### src/rtl/seq_scan_ctrl_pkg.sv
// rtl/seq_scan_ctrl_pkg.sv - shared types, constants and helpers for the scan controller
// Purpose: FSM state encoding, default detector pattern, clog2 helper for width checks.
// Ports: none (package).
package seq_scan_pkg;

  typedef enum logic [1:0] {
    ST_IDLE  = 2'b00,
    ST_SHIFT = 2'b01,
    ST_DONE  = 2'b10
  } state_t;

  localparam logic [2:0] DEFAULT_PATTERN = 3'b101;

  function automatic int clog2(input int n);
    int r;
    r = 0;
    while ((1 << r) < n) r++;
    return r;
  endfunction

endpackage

### src/rtl/seq_scan_ctrl_if.sv
// rtl/seq_scan_ctrl_if.sv - request/response bundle between host and scan controller
// Purpose: groups the scan request (start, data_in, pattern, overlap) and status outputs.
// Ports: none; master modport drives the request, slave modport is the controller side.
interface seq_scan_ctrl_if #(
  parameter int WORD_W = 16,
  parameter int PAT_W  = 3,
  parameter int CNT_W  = 5
);
  logic              start;
  logic [WORD_W-1:0] data_in;
  logic [PAT_W-1:0]  pattern;
  logic              overlap;
  logic              busy;
  logic              hit;
  logic              done;
  logic [CNT_W-1:0]  match_count;

  modport master (
    output start, data_in, pattern, overlap,
    input  busy, hit, done, match_count
  );

  modport slave (
    input  start, data_in, pattern, overlap,
    output busy, hit, done, match_count
  );
endinterface

### src/rtl/seq_scan_ctrl_win_match.sv
// rtl/seq_scan_ctrl_win_match.sv - serial window shift register and pattern comparator
// Purpose: tracks the last PAT_W bits and how many valid bits are in the window.
// Ports: clk, arst (async active-low), clr (start of scan), en (shift one bit),
//        bit_in, pattern, overlap; match is combinational and qualified by en.
module seq_win_match
  import seq_scan_pkg::*;
#(
  parameter int PAT_W = 3
) (
  input  logic             clk,
  input  logic             arst,
  input  logic             clr,
  input  logic             en,
  input  logic             bit_in,
  input  logic [PAT_W-1:0] pattern,
  input  logic             overlap,
  output logic             match
);
  localparam int FILL_W = clog2(PAT_W + 1);

  // Only PAT_W-1 history bits are stored; the newest bit comes straight from bit_in.
  logic [PAT_W-2:0]  hist;
  logic [FILL_W-1:0] fill;
  logic [PAT_W-1:0]  win_next;
  logic [FILL_W-1:0] fill_next;

  always_comb begin
    win_next  = {hist, bit_in};
    fill_next = (fill == FILL_W'(PAT_W)) ? fill : fill + 1'b1;
    match     = en && (fill_next == FILL_W'(PAT_W)) && (win_next == pattern);
  end

  always_ff @(posedge clk or negedge arst) begin
    if (!arst) begin
      hist <= '0;
      fill <= '0;
    end else if (clr) begin
      hist <= '0;
      fill <= '0;
    end else if (en) begin
      hist <= win_next[PAT_W-2:0];
      // Non-overlapping: a match consumes its bits, so refill from empty.
      fill <= (match && !overlap) ? '0 : fill_next;
    end
  end
endmodule

### src/rtl/seq_scan_ctrl.sv
// rtl/seq_scan_ctrl.sv - sequences a captured word MSB-first through a pattern detector
// Purpose: IDLE/SHIFT/DONE FSM, data shift register, bit counter, match counter.
// Ports: clk, arst (async active-low), bus (slave modport: start, data_in, pattern,
//        overlap in; busy, hit, done, match_count out).
module seq_scan_ctrl
  import seq_scan_pkg::*;
#(
  parameter int WORD_W = 16,
  parameter int PAT_W  = 3,
  parameter int CNT_W  = 5
) (
  input logic           clk,
  input logic           arst,
  seq_scan_ctrl_if.slave bus
);
  localparam int BIT_W = clog2(WORD_W);

  if (CNT_W < clog2(WORD_W + 1)) begin : g_cnt_w_check
    $error("CNT_W too narrow to hold WORD_W matches");
  end

  state_t            state, state_next;
  logic [WORD_W-1:0] shreg;
  logic [PAT_W-1:0]  pat_q;
  logic              ovl_q;
  logic [BIT_W-1:0]  bit_cnt;
  logic [CNT_W-1:0]  cnt;
  logic              hit_q;
  logic              accept;
  logic              shift_en;
  logic              match;

  always_comb begin
    state_next = state;
    accept     = 1'b0;
    shift_en   = 1'b0;
    bus.busy   = 1'b0;
    bus.done   = 1'b0;
    case (state)
      ST_IDLE: begin
        if (bus.start) begin
          accept     = 1'b1;
          state_next = ST_SHIFT;
        end
      end
      ST_SHIFT: begin
        shift_en = 1'b1;
        bus.busy = 1'b1;
        if (bit_cnt == '0) state_next = ST_DONE;
      end
      ST_DONE: begin
        bus.busy   = 1'b1;
        bus.done   = 1'b1;
        state_next = ST_IDLE;
      end
      default: state_next = ST_IDLE;
    endcase
  end

  always_ff @(posedge clk or negedge arst) begin
    if (!arst) state <= ST_IDLE;
    else       state <= state_next;
  end

  always_ff @(posedge clk or negedge arst) begin
    if (!arst) begin
      shreg   <= '0;
      pat_q   <= PAT_W'(DEFAULT_PATTERN);
      ovl_q   <= 1'b0;
      bit_cnt <= '0;
      cnt     <= '0;
      hit_q   <= 1'b0;
    end else begin
      hit_q <= match;
      if (accept) begin
        shreg   <= bus.data_in;
        pat_q   <= bus.pattern;
        ovl_q   <= bus.overlap;
        cnt     <= '0;
        bit_cnt <= BIT_W'(WORD_W - 1);
      end else if (shift_en) begin
        shreg <= shreg << 1;
        if (bit_cnt != '0) bit_cnt <= bit_cnt - 1'b1;
        // Cannot wrap: at most WORD_W-PAT_W+1 matches per word.
        if (match) cnt <= cnt + 1'b1;
      end
    end
  end

  seq_win_match #(.PAT_W(PAT_W)) u_win (
    .clk     (clk),
    .arst    (arst),
    .clr     (accept),
    .en      (shift_en),
    .bit_in  (shreg[WORD_W-1]),
    .pattern (pat_q),
    .overlap (ovl_q),
    .match   (match)
  );

  assign bus.hit         = hit_q;
  assign bus.match_count = cnt;
endmodule
### src/flat_wrapper.sv
// flat-port wrapper written by rule: the top's interface ports become plain ports
module seq_scan_ctrl_flat import seq_scan_pkg::*;
#(
  parameter int WORD_W = 16,
  parameter int PAT_W  = 3,
  parameter int CNT_W  = 5
)
  (clk, arst, bus_start, bus_data_in, bus_pattern, bus_overlap, bus_busy, bus_hit, bus_done, bus_match_count);
  seq_scan_ctrl_if #(.WORD_W(WORD_W), .PAT_W(PAT_W), .CNT_W(CNT_W)) bus_i ();
  input logic clk;
  input logic arst;
  input wire logic [$bits(bus_i.start)-1:0] bus_start;
  input wire logic [$bits(bus_i.data_in)-1:0] bus_data_in;
  input wire logic [$bits(bus_i.pattern)-1:0] bus_pattern;
  input wire logic [$bits(bus_i.overlap)-1:0] bus_overlap;
  output wire logic [$bits(bus_i.busy)-1:0] bus_busy;
  output wire logic [$bits(bus_i.hit)-1:0] bus_hit;
  output wire logic [$bits(bus_i.done)-1:0] bus_done;
  output wire logic [$bits(bus_i.match_count)-1:0] bus_match_count;
  assign bus_i.start = bus_start;
  assign bus_i.data_in = bus_data_in;
  assign bus_i.pattern = bus_pattern;
  assign bus_i.overlap = bus_overlap;
  assign bus_busy = bus_i.busy;
  assign bus_hit = bus_i.hit;
  assign bus_done = bus_i.done;
  assign bus_match_count = bus_i.match_count;
  seq_scan_ctrl #(.WORD_W(WORD_W), .PAT_W(PAT_W), .CNT_W(CNT_W)) u_core (.clk(clk), .arst(arst), .bus(bus_i));
endmodule
### config.mk
export PLATFORM = sky130hd
export DESIGN_NAME = seq_scan_ctrl_flat
export DESIGN_NICKNAME = d
export VERILOG_FILES = /design/src/rtl/seq_scan_ctrl_pkg.sv /design/src/rtl/seq_scan_ctrl_if.sv /design/src/rtl/seq_scan_ctrl_win_match.sv /design/src/rtl/seq_scan_ctrl.sv /design/src/flat_wrapper.sv
export SDC_FILE = /design/constraint.sdc
export NUM_CORES = 1
export LEC_CHECK = 0
export BUFFER_PORTS_ARGS = -buffer_cell sky130_fd_sc_hd__buf_2
export CAP_MARGIN = 20
export CELL_PAD_IN_SITES_DETAIL_PLACEMENT = 0
export CELL_PAD_IN_SITES_GLOBAL_PLACEMENT = 2
export CORE_ASPECT_RATIO = 1.75
export CORE_MARGIN = 5
export CORE_UTILIZATION = 32
export CTS_BUF_LIST = sky130_fd_sc_hd__clkbuf_4
export DETAILED_ROUTE_END_ITERATION = 10
export HOLD_SLACK_MARGIN = 0.03
export MAX_ROUTING_LAYER = met4
export PLACE_DENSITY = 0.77
export SLEW_MARGIN = 10
export SYNTH_ARGS = -nofsm -noshare
export SYNTH_HDL_FRONTEND = slang
export SYNTH_SLANG_ARGS = --single-unit
### constraint.sdc
create_clock -name clk -period 1.6 [get_ports clk]
set_input_delay 0.08 -clock clk [delete_from_list [all_inputs] [get_ports clk]]
set_output_delay 0.08 -clock clk [all_outputs]
set_load 0.05 [all_outputs]
* Word-level counts from Yosys, hierarchy flattened
Cells that the tools add are included.
Widths: inputs -> output; s select.
** Word-level totals
- Register bits :: 36
- Input port bits :: 23
- Output and inout bits :: 8
** Operators by class
- $add $sub $neg :: 3
- Equality and inequality tests :: 7
- Muxes and demuxes :: 22
- Reductions and logical operators :: 14
** Operators with widths (number)
- $mux 16 :: 2
- $mux 2 :: 8
- $mux 5 :: 3
- $mux 4 :: 3
- $eq 2x2->1 const B :: 3
- $reduce_and 2->1 :: 3
- $reduce_bool 2->1 :: 3
- $add 5x1->5 const B :: 1
- $mux 1 :: 5
- $logic_not 4->1 :: 1
- $pmux 2 s2 :: 1
- $reduce_bool 4->1 :: 1
- $sub 4x1->4 const B :: 1
- $eq 3x3->1 :: 1
- $logic_and 1x1->1 :: 3
- $add 2x1->2 const B :: 1
- $eq 2x1->1 const B :: 1
- $logic_not 2->1 :: 1
- $ne 2x1->1 const B :: 1
- $ne 2x2->1 const B :: 1
- $reduce_or 2->1 :: 1
- $logic_not 1->1 :: 1

* Depth between registers and ports, before layout
- Depth in word-level cells :: 9
- Depth in mapped cells :: 7
- Gate-level depth less buffers :: 6

* Cells and area by module
Synthesis repeated with hierarchy kept, for this count alone.
** Second synthesis, totals
- Cells, all modules :: 168
- Area, all modules :: 1722.9 um2
** Modules (own cells, without submodules)
- seq_scan_ctrl :: times used 1, cells each 147, area each 1506.4 um2, seq. area each 803.3 um2
- seq_win_match :: times used 1, cells each 21, area each 216.5 um2, seq. area each 100.1 um2

* Worst setup path after synthesis
No wires, ideal clock.
- Kind :: flip-flop to flip-flop
- Start point :: register u_core.bit_cnt[0]
- End point :: register u_core.state[0]
- Data arrival time :: 1596 ps
- Data required time :: 1475 ps
- Path slack :: -120 ps
- Stages on the path, launching flop included :: 7
- Path buffers :: 0
- Path through :: dfrtp_1 -> inv_1 -> ha_1 -> inv_1 -> o31ai_2 -> a21boi_0 -> mux2_2
** Between the ends
- Word-level cells in the longest chain between the ends :: 3
** RTL lines
- start: declaration :: line seq_scan_ctrl.sv:26 : logic [BIT_W-1:0] bit_cnt;
- start signal: assignment :: line seq_scan_ctrl.sv:80 : bit_cnt <= BIT_W'(WORD_W - 1);
- start signal: assignment :: line seq_scan_ctrl.sv:83 : if (bit_cnt != '0) bit_cnt <= bit_cnt - 1'b1;
- $logic_not 4->1 :: line seq_scan_ctrl.sv:49 : if (bit_cnt == '0) state_next = ST_DONE;
- $ne 2x1->1 (no line)
- $reduce_and 2->1 (no line)
- end signal: assignment :: line seq_scan_ctrl.sv:62 : else state <= state_next;
- end: declaration :: line seq_scan_ctrl.sv:22 : state_t state, state_next;
Every way passes these cells.
A chain may end at the register's enable or synchronous reset.

* Final worst setup path
Ends and elaborated chain as after synthesis.

==> metrics.csv <==
metric;value;unit
buffer_ports.inserted;30;
critical_path_required;1.83;ns
totalWireLength;3.71;mm
mostFrequentLayoutCell;nand2_1;
number_of_vias_in_the_routed_layout;1376;
syn-cell-area;0.00173;mm²
critPathArrivalTime;1.82;ns
hold_end;u_core.state[1];
fin_total_pwr;4.02;mW
fin_crit;1.59;ns
die_h;107;µm
antenna_cells;0;
cts-htree-levels;2;
design.core.area;0.00526;mm²
synth_fp_nets;198;
dr.first_iter.drc_count;24;
pin_count;31;
kind_of_critical_path;reg -> reg;
effective_utilization_at_floorplan;0.330;
layoutNonFillerInstCount;289;
maxSlewViolCount;0;
postLayoutCellArea;0.00236;mm²
groute.usage.overall;0.123;
synth.yosys.seq_area_share;0.522;
route.detailed.drc;0;
grt_pass1_wl;6.55;mm
clk_transition_reported_paths;0.11;ns
placer_congestion;0.733;
fin_skew;0.00937;ns
final-setup-viol-count;0;
final_util;0.449;
run_status;finished clean;
reg2regPathDepth;6;
p_per_area;1700;mW/mm²
finalHoldViolCount;0;
pin_count_of_the_biggest_net_entering_global_routing;39;
clk_latency;0.34;ns
vdd.ir_drop.worst;595;µV
dpl_wire_length;2.59;mm
postSynth.topFlopCell;dfrtp_1;
rr_startpoint;u_core.bit_cnt[0];
finalNetCount;262;
critical_path.reg2reg.endpoint;u_core.state[0];
synthArstFlopShare;1.00;
timing_worst_slew_pin_value;0.459;ns
placed_cells;254;
critical_path_peak_fanout;2;
max_freq;0.629;GHz
cts_made_buffers;5;
p_leak;1.13;nW
maxCapViolations;0;
yosys.cell_types.count;31;
synthesis.area_per_instance;10.2;µm²
die_width;65.6;µm
fin_setup_tns;0;ns
clock_sink_count;36;
register_bit_count_reported_by_yosys;36;
reg2reg_setup_slack;0.01;ns
clk_root_buffer_cell;clkbuf_4;
avgRoutedWirePerCell;12.8;µm
tritoncts;done;
via_count_of_the_first_global_routing_pass;1496;
yosysWarningCount;0;
die-area;0.00704;mm²
holdCritPathClass;in -> reg;
postSynthCellCount;169;
via_per_inst;4.76;
dpl-instance-area;0.00201;mm²
std_cell_rows;35;
synth_enable_flop_cells;0;
dr.pass1.iters;4;
setup_repair_after_global_routing_missed_its_margin;true;
areaGrowthSynthToFinish;36.3;%
timing.max_slew.rel_slack;0.694;
max-clock-path-buffers;2;
final_antenna_net_count;0;
post_layout_worst_setup_margin;0.0109;ns
worst_setup_path_start_kind;flop;
timing.hold.worst.start;bus_start;
holdWs;0.109;ns
layout_worst_path_cycle_share;0.993;
placement.setup.worst_slack;-0.0474;ns
antenna_found_initial;0;
final_cell_mix;nand2_1, dfrtp_1, buf_2, dlygate4sd3_1, mux2i_1;
drive_above_1_share;0.295;
crit_path_end_kind;flop;
min_path_cells;3;
overflow_left_after_global_routing;0;
[cells by family after synthesis]
family | count (synthesis) | synth area share
muxes | 21 | 0.122
buffers and inverters | 16 | 0.0368
adders and majority gates | 6 | 0.0434
AOI/OAI and AO/OA | 27 | 0.0939
xor gates and xnor gates | 6 | 0.0303
and+or+nand+nor | 57 | 0.152
DFF | 36 | 0.522
[sequential cells by signal, summed over array words and instances, names as in the netlist]
name,count
u_core.ovl_q,1
u_core.shreg,16
u_core.bit_cnt,4
u_core.u_win.hist,2
u_core.pat_q,3
u_core.u_win.fill,2
u_core.bus.match_count,5
u_core.bus.hit,1
u_core.state,2
[Yosys cell counts, types with 2 or more instances]
library cell  number  share of area
nand2_1           39          0.085
dfrtp_1           34           0.49
mux2i_1           20           0.12
o21ai_0           16          0.046
inv_1              7          0.015
clkbuf_1           6          0.013
ha_1               6          0.043
nor2_1             5          0.011
xor2_1             4          0.020
a21oi_1            3         0.0087
buf_2              3         0.0087
nand2b_1           3          0.011
and2_1             2         0.0072
dfstp_2            2          0.030
nand4_1            2         0.0072
xnor2_1            2          0.010
[final cells by class]
cell class                      instances  area (µm²)
Clock buffer                            5        37.5
Clock inverter                          3        21.3
Inverter                                7        26.3
Tap cell                               55        68.8
Sequential cell                        36         903
Multi-Input combinational cell        117         810
Fill cell                             504        2900
Timing Repair Buffer                   66         493
[power by group]
part | switching (mW) | internal, mW | leakage (nW)
logic | 1.05 | 0.905 | 0.656
registers | 0.262 | 1.30 | 0.445
clock network | 0.329 | 0.174 | 0.0316
total | 1.64 | 2.38 | 1.13
[worst max path at each step]
| stage | from | to | slack [ns] | cells after the start |
|---|---|---|---|---|
| detailed placement | u_core.bit_cnt[0] | u_core.state[0] | -0.05 | 6 |
| global placement | u_core.bit_cnt[0] | u_core.state[0] | -0.03 | 6 |
| finish | u_core.bit_cnt[0] | u_core.state[0] | 0.01 | 6 |
| floorplan | u_core.bit_cnt[0] | u_core.state[0] | -0.004 | 6 |
| global route | u_core.bit_cnt[1] | u_core.state[0] | -0.04 | 6 |
| CTS | u_core.bit_cnt[0] | u_core.state[0] | 0.007 | 6 |
[worst max-delay path, stage by stage (launching register included)]
cell and delay, ns:
dfrtp_1 0.40, inv_2 0.07, ha_2 0.18, inv_2 0.05
o31ai_4 0.24, a21boi_4 0.23, mux2_4 0.31
[layer usage]
layer	track usage	wire, µm
met3	0.0230	158
met4	0.0490	61
met2	0.220	1950
met1	0.130	1540
met5	-	0
[timing repair]
action,4_1_cts,5_1_grt
hold buffers,21,0
hold endpoints to repair,54,0
endpoints found under the setup margin,6,8
resized for setup,3,9
pin swaps,2,1
setup buffers,2,4
Power figures use the tool's default switching activity.
